==> config.mk <==
export PLATFORM = sky130hd
export DESIGN_NAME = lfsr_rng
export DESIGN_NICKNAME = d
export VERILOG_FILES = /design/src/rtl/lfsr_rng.sv
export SDC_FILE = /design/constraint.sdc
export NUM_CORES = 1
export LEC_CHECK = 0
export ABC_CLOCK_PERIOD_IN_PS = 4300
export BUFFER_PORTS_ARGS = -buffer_cell sky130_fd_sc_hd__buf_4
export CORE_ASPECT_RATIO = 0.8
export CORE_UTILIZATION = 45
export DETAILED_ROUTE_END_ITERATION = 7
export HOLD_SLACK_MARGIN = 0.12
export PLACE_DENSITY = 0.68
export SLEW_MARGIN = 20
export SYNTH_ARGS = -nofsm -noshare
export SYNTH_HDL_FRONTEND = slang
export SYNTH_SLANG_ARGS = --single-unit
==> constraint.sdc <==
create_clock -name clk -period 4.3 [get_ports clk]
set_input_delay 0.43 -clock clk [delete_from_list [all_inputs] [get_ports clk]]
set_output_delay 0.43 -clock clk [all_outputs]
set_load 0.005 [all_outputs]
==> src/rtl/lfsr_rng.sv <==
`default_nettype none
// ============================================================================
//  Module   : lfsr_rng
//  Brief    : Fibonacci LFSR random source with seed load, zero-lockup
//             recovery and a rejection-sampled bounded-range draw port.
//  Revision : 1.0
// ============================================================================
module lfsr_rng #(
    parameter int          WIDTH   = 16,
    parameter logic [31:0] SEED    = 32'hACE1_00A5,
    parameter int          OUT_W   = 8,
    parameter int          MAX_TRY = 4
) (
    input  logic             clk,
    input  logic             rst,
    input  logic             en,
    input  logic             seed_load,
    input  logic [WIDTH-1:0] seed_in,
    output logic [WIDTH-1:0] rnd,
    output logic             lock_err,
    input  logic             req_valid,
    output logic             req_ready,
    input  logic [OUT_W-1:0] req_range,
    output logic             resp_valid,
    input  logic             resp_ready,
    output logic [OUT_W-1:0] resp_data
);

    localparam logic [WIDTH-1:0] c_seed_raw = SEED[WIDTH-1:0];
    localparam logic [WIDTH-1:0] c_seed_eff = (c_seed_raw == '0) ? WIDTH'(1) : c_seed_raw;
    localparam int               c_try_w    = (MAX_TRY > 1) ? $clog2(MAX_TRY) : 1;
    localparam logic [c_try_w-1:0] c_try_last = c_try_w'(MAX_TRY - 1);

    localparam logic [1:0] c_st_idle = 2'd0;
    localparam logic [1:0] c_st_draw = 2'd1;
    localparam logic [1:0] c_st_done = 2'd2;

    logic [WIDTH-1:0]   r_rnd;
    logic               r_lock_err;
    logic [1:0]         r_state;
    logic [1:0]         w_state_nxt;
    logic [OUT_W-1:0]   r_range;
    logic [OUT_W-1:0]   r_mask;
    logic [c_try_w-1:0] r_try;
    logic [OUT_W-1:0]   r_resp_data;
    logic [OUT_W-1:0]   w_mask_new;
    logic [OUT_W-1:0]   w_cand;
    logic               w_hit;
    logic               w_last;
    logic               w_fb;

    if ((OUT_W < 1) || (OUT_W > WIDTH)) begin : g_bad_out_w
        $error("lfsr_rng: OUT_W must be in 1..WIDTH");
    end
    if (MAX_TRY < 1) begin : g_bad_max_try
        $error("lfsr_rng: MAX_TRY must be >= 1");
    end

    if (WIDTH == 8) begin : g_w8
        assign w_fb = r_rnd[7] ^ r_rnd[5] ^ r_rnd[4] ^ r_rnd[3];
    end else if (WIDTH == 16) begin : g_w16
        assign w_fb = r_rnd[15] ^ r_rnd[14] ^ r_rnd[12] ^ r_rnd[3];
    end else if (WIDTH == 24) begin : g_w24
        assign w_fb = r_rnd[23] ^ r_rnd[22] ^ r_rnd[21] ^ r_rnd[16];
    end else if (WIDTH == 32) begin : g_w32
        assign w_fb = r_rnd[31] ^ r_rnd[21] ^ r_rnd[1] ^ r_rnd[0];
    end else begin : g_bad_width
        $error("lfsr_rng: WIDTH must be 8, 16, 24 or 32");
        assign w_fb = 1'b0;
    end

    // Zero state is unreachable by stepping, so seeing it means corruption.
    always_ff @(posedge clk or negedge rst) begin
        if (!rst) begin
            r_rnd      <= c_seed_eff;
            r_lock_err <= 1'b0;
        end else begin
            r_lock_err <= 1'b0;
            if (r_rnd == '0) begin
                r_rnd      <= c_seed_eff;
                r_lock_err <= 1'b1;
            end else if (seed_load) begin
                r_rnd <= (seed_in == '0) ? c_seed_eff : seed_in;
            end else if (en || (r_state == c_st_draw)) begin
                r_rnd <= {r_rnd[WIDTH-2:0], w_fb};
            end
        end
    end

    // Smear R-1 rightwards to get the smallest all-ones mask covering it.
    always_comb begin
        w_mask_new = req_range - OUT_W'(1);
        for (int i = 0; i < OUT_W; i++) begin
            w_mask_new = w_mask_new | (w_mask_new >> 1);
        end
    end

    assign w_cand = r_rnd[OUT_W-1:0] & r_mask;
    assign w_hit  = (r_range == '0) || (w_cand < r_range);
    assign w_last = (r_try == c_try_last);

    always_ff @(posedge clk or negedge rst) begin
        if (!rst) begin
            r_state <= c_st_idle;
        end else begin
            r_state <= w_state_nxt;
        end
    end

    always_comb begin
        w_state_nxt = r_state;
        case (r_state)
            c_st_idle: if (req_valid)        w_state_nxt = c_st_draw;
            c_st_draw: if (w_hit || w_last)  w_state_nxt = c_st_done;
            c_st_done: if (resp_ready)       w_state_nxt = c_st_idle;
            default:                         w_state_nxt = c_st_idle;
        endcase
    end

    always_comb begin
        req_ready  = (r_state == c_st_idle);
        resp_valid = (r_state == c_st_done);
        resp_data  = r_resp_data;
        rnd        = r_rnd;
        lock_err   = r_lock_err;
    end

    always_ff @(posedge clk or negedge rst) begin
        if (!rst) begin
            r_range     <= '0;
            r_mask      <= '0;
            r_try       <= '0;
            r_resp_data <= '0;
        end else begin
            if ((r_state == c_st_idle) && req_valid) begin
                r_range <= req_range;
                r_mask  <= w_mask_new;
                r_try   <= '0;
            end else if (r_state == c_st_draw) begin
                if (w_hit) begin
                    r_resp_data <= w_cand;
                end else if (w_last) begin
                    // mask < 2R, so cand-R always lands inside [0, R-1]
                    r_resp_data <= w_cand - r_range;
                end else begin
                    r_try <= r_try + c_try_w'(1);
                end
            end
        end
    end

endmodule
`default_nettype wire
# After elaboration in Yosys (flattened, before gate mapping)
# Cells that the tools add are included.
# W data, S select, Z words.
# word_totals
reg_bits,45
input_bits,30
out_inout_bits,27
elab_cells,61
# op_classes
addsub,3
magnitude_cmp,1
n_eq_ne,8
muxes,15
n_bitwise,13
n_reduce_logical,14
# ops
operator,count
$mux W16,4
$or A8 B7 Y8,8
$logic_not A16 Y1,2
$mux W8,2
$mux W2,7
$reduce_and A3 Y1,3
$and A8 B8 Y8,1
$logic_not A8 Y1,1
$lt A8 B8 Y1,1
$sub A8 B1 Y8 const B,1
$sub A8 B8 Y8,1
$ne A2 B1 Y1 const B,3
$pmux W2 S3,1
$eq A2 B2 Y1 const B,2
$ne A2 B2 Y1 const B,2
$reduce_bool A2 Y1,2
$logic_or A1 B1 Y1,3
$reduce_bool A3 Y1,1
$xor A1 B1 Y1,3
$add A2 B1 Y2 const B,1
$eq A2 B1 Y1 const B,1
$logic_not A2 Y1,1
$logic_and A1 B1 Y1,1
$mux W1,1
$not A1 Y1,1

# Longest topological paths before layout
# depth
word_depth,9
mapped_depth,10

# Least setup slack after synthesis
# Ideal clock, no wire load.
# synth_path
path_type,reg-to-reg
startpoint,"register r_rnd[0], in the netlist rnd[0]"
endpoint,"register r_resp_data[6], in the netlist resp_data[6]"
setup_ns,0.126
arrival_time_ns,2.437
slack_ns,1.737
path_stages_with_launch,11
path_buffers,1
synth_period_minus_slack_ns,2.563
path_cell_list,dfstp_2 -> and2_1 -> inv_1 -> ha_1 -> fa_1 -> nor2b_1 -> o31a_1 -> o211ai_2 -> buf_6 -> and3_2 -> a221o_1
# synth_via
elab_chain_len,5
# synth_lines
item,line_no,source
start: declaration,38,logic [WIDTH-1:0] r_rnd;
start signal: assignment,75,r_rnd <= c_seed_eff;
start signal: assignment,80,r_rnd <= c_seed_eff;
start signal: assignment,83,r_rnd <= (seed_in == '0) ? c_seed_eff : seed_in;
$and A8 B8 Y8 *,98,assign w_cand = r_rnd[OUT_W-1:0] & r_mask;
$lt A8 B8 Y1,99,assign w_hit = (r_range == '0) || (w_cand < r_range);
$logic_or A1 B1 Y1,99,
$reduce_bool A2 Y1 (no source line),-,
$reduce_and A3 Y1 (no source line),-,
end signal: assignment,141,r_resp_data <= w_cand;
end signal: assignment,144,r_resp_data <= w_cand - r_range;
end: declaration,45,logic [OUT_W-1:0] r_resp_data;
# Mark *: on every way between the ends. The rest lies on a longest branch, timed or not. The select of a mux whose other input is x is not followed.
# A chain may end at the register's enable or synchronous reset.

# Final worst setup path
# layout_path
startpoint,"register r_rnd[0], in the netlist rnd[0]"
endpoint,"register r_resp_data[2], in the netlist resp_data[2]"
# The elaborated chain is that of the path after synthesis.

==> flow_metrics.py <==
metrics = {
    "cts": {
        "path_clk_slew_ns": 0.08,
        "cts_num_sinks": 45,
        "insertion_delay_ns": 0.31,
        "ctsHoldBuffers": 0,
        "post_cts_buffers": 0,
        "cts_buffers": 5,
        "cts_resized": 0,
        "cts_buffer_depth": 2,
        "h-tree-depth": 2,
        "cts-root-buf": "clkbuf_8",
        "cts_tree": "yes",
    },
    "worst_setup_path": {
        "r2r-start": "rnd[0]",
        "arrival_ns": 3.10,
        "critPathMaxStageDelay_ns": 0.57,
        "startpoint": "rnd[0]",
        "worst-r2r-setup-slack_ns": 1.39,
        "r2r.worst_path.cells": 9,
        "endpoint_kind": "register",
        "worstSetupPathType": "register to register",
        "reg2reg_to": "resp_data[2]",
        "cp.required_ns": 4.49,
        "cp-endpoint": "resp_data[2]",
        "start_kind": "register",
        "crit_slowest_cell": "dfstp_2",
        "cp_max_fo": 11,
        "worstPathCellList": "and2_1, inv_1, ha_1, fa_1, nor2b_1, o31a_1, o211ai_2, and2_2, a221o_1",
    },
    "drt": {
        "viasPerCell": 5.53,
        "drt_iter0_drc": 178,
        "dr.pass1.iters": 5,
        "wl_per_cell_um": 15.4,
        "wl_um": 6380,
        "vias": 2288,
        "ant_nets": 0,
        "drc": 0,
    },
    "logic_synthesis": {
        "syn_nets": 326,
        "synth-main-ff-cell": "dfrtp_1",
        "ys_seq_elements": 45,
        "yosysSeqAreaShare_pct": 42.5,
        "synth_edf_count": 0,
        "syn-cell-area_mm2": 0.00266,
        "async_flop_share_pct": 100,
        "ys_types": 56,
        "synth_area_per_cell_um2": 9.40,
        "synthCells": 283,
        "yosys_warnings": 0,
    },
    "global_route": {
        "met3_usage_pct": 3.85,
        "met2_usage_pct": 27.6,
        "grt_overflow": 0,
        "antenna_found_initial": 0,
        "top_usage_layer": "met1",
        "met1_usage_pct": 37.4,
        "grt_start_max_net_pins": 46,
        "grt_pass1_vias": 2022,
        "track_usage_pct": 22.1,
        "grt_first_pass_wirelength_um": 10400,
    },
    "floorplanning": {
        "dieArea_mm2": 0.00622,
        "die_w_um": 88.0,
        "io_pins": 57,
        "core_mm2": 0.00559,
        "die_h_um": 70.8,
        "start_util_pct": 47.6,
        "floorplan.rows": 24,
    },
    "layout": {
        "regArea_mm2": 0.00113,
        "area_growth_syn_to_layout_pct": 21.1,
        "antenna_cells": 0,
        "multi_input_area_mm2": 0.00141,
        "final_nets": 378,
        "fill_cells": 530,
        "drive_gt1_share_pct": 25.6,
    },
    "placed_design": {
        "hpwl_um": 4930,
        "dp_slack_ns": 1.43,
        "io_buffers": 56,
        "gp_congestion": 0.877,
    },
    "timing": {
        "grt_setup_unrepaired": "no",
        "hold_violations": 0,
        "final_max_slew_viol_count": 0,
        "max_slew_margin_pct": 41.9,
        "min_period_ns": 2.91,
        "layout_setup_ws_ns": 1.39,
        "fin_worst_skew_ns": 0.00766,
        "tightest_slew_ns": 0.872,
        "hold_ws_ns": 0.0992,
        "finalSetupViolCount": 0,
        "max_freq_ghz": 0.343,
        "setup_tns_ns": 0,
        "period_share_pct": 67.8,
    },
    "pwr": {
        "ir_worst_vdd_uv": 223,
        "leakage_nw": 1.44,
        "p_per_area_mw_per_mm2": 665,
    },
    "worst_hold_path": {
        "min_path_type": "input port to asynchronous set/reset pin",
    },
    "status": {
        "status": "finished, final reports clean",
    },
    "run": {
        "max_cap_violations": 0,
    },
}
-- synthesized netlist by cell type, types with 2 or more instances --
cell	number	area [um2]
a21oi_1	14	70.1
a221o_1	6	60.1
dfrtp_1	41	1030
and2_1	8	50.1
a211oi_1	9	67.6
o21a_1	3	22.5
nor4_1	11	68.8
inv_1	18	67.6
clkbuf_1	10	37.5
nand2_1	16	60.1
o22ai_1	6	37.5
ha_1	12	150
a221oi_1	6	52.6
and3_1	3	18.8
o211ai_2	2	25.0
and3_2	3	22.5
o2111ai_1	2	17.5
mux2i_1	7	70.1
dfstp_2	4	105
nor2_1	33	124
o21ai_0	12	60.1
nand2b_1	2	12.5
nor2b_1	3	18.8
xnor2_1	7	61.3
xor2_1	3	26.3
nor3_1	12	60.1
-- layer usage --
metal  routed length, um  vias to the layer above
li1                    -                     1137
met1                3450                     1072
met2                2550                       73
met3                 299                        6
met4                  81                        0
met5                   0                        -
-- cell usage in the layout, fill, tap and decap left out, types with 5 or more instances in the layout --
cell type  count
a21oi_1       14
buf_4         57
o22ai_1        6
nor4_1        11
dfrtp_1       41
o21ai_0       12
a221o_1        6
nor3_1        12
xnor2_1        7
ha_1          12
mux2i_1        7
and2_1         8
nand2_1       16
nor2_1        33
clkbuf_8       5
a211oi_1       9
inv_1         18
a221oi_1       6
-- where the power goes --
| part | internal, mW | total [mW] | switching (mW) |
|---|---|---|---|
| Sequential | 0.581 | 0.705 | 0.124 |
| Combinational | 0.558 | 1.17 | 0.615 |
| Clock | 0.115 | 0.265 | 0.150 |
-- worst min path at each step --
stage | start | endpoint
detailed placement | rst | r_range[6]
floorplan | rst | lock_err
global route | rst | r_range[6]
finish | rst | r_range[6]
CTS | rst | r_range[6]
global placement | rst | r_range[6]
-- state kept, by name, summed over array words and instances, names as in the netlist --
name,flops
r_mask,8
resp_data,8
r_state,2
r_try,2
r_range,8
rnd,16
lock_err,1
-- area by class of cell --
| type | instances | area share, % |
|---|---|---|
| multi-input combinational | 208 | 43.7 |
| sequential | 45 | 35.1 |
| timing repair buffer | 57 | 13.3 |
| tap | 78 | 3.03 |
| clock buffer | 5 | 2.14 |
| inverter | 18 | 2.10 |
| clock inverter | 3 | 0.660 |
-- metrics by stage --
stage	util [%]	area [um2]	instances	total power, mW
after floorplan	-	2660	283	1.52
after global placement	56.1	3130	406	1.86
after detailed placement	56.1	3130	406	1.86
final	57.7	3220	414	2.14
after global routing	57.7	3220	414	2.31
after CTS	57.7	3220	414	2.13
-- critical path: cells and delay by family, from the launching register on --
family / cells / cell delay (ns)
flops: 1 / 0.57
buf+inv: 1 / 0.06
compound gates: 3 / 0.85
fa+ha+maj: 2 / 0.62
simple gates: 3 / 0.69
-- kinds of logic after synthesis --
kind of cell | synth area share, %
AND/OR/NAND/NOR | 21.4
AO/OA/AOI/OAI | 18.8
flip-flops | 42.5
buffers and inverters | 4.56
adder cells (fa/ha/maj) | 6.40
XOR/XNOR | 3.29
multiplexers | 3.06
(Power assumes the default switching activity.)
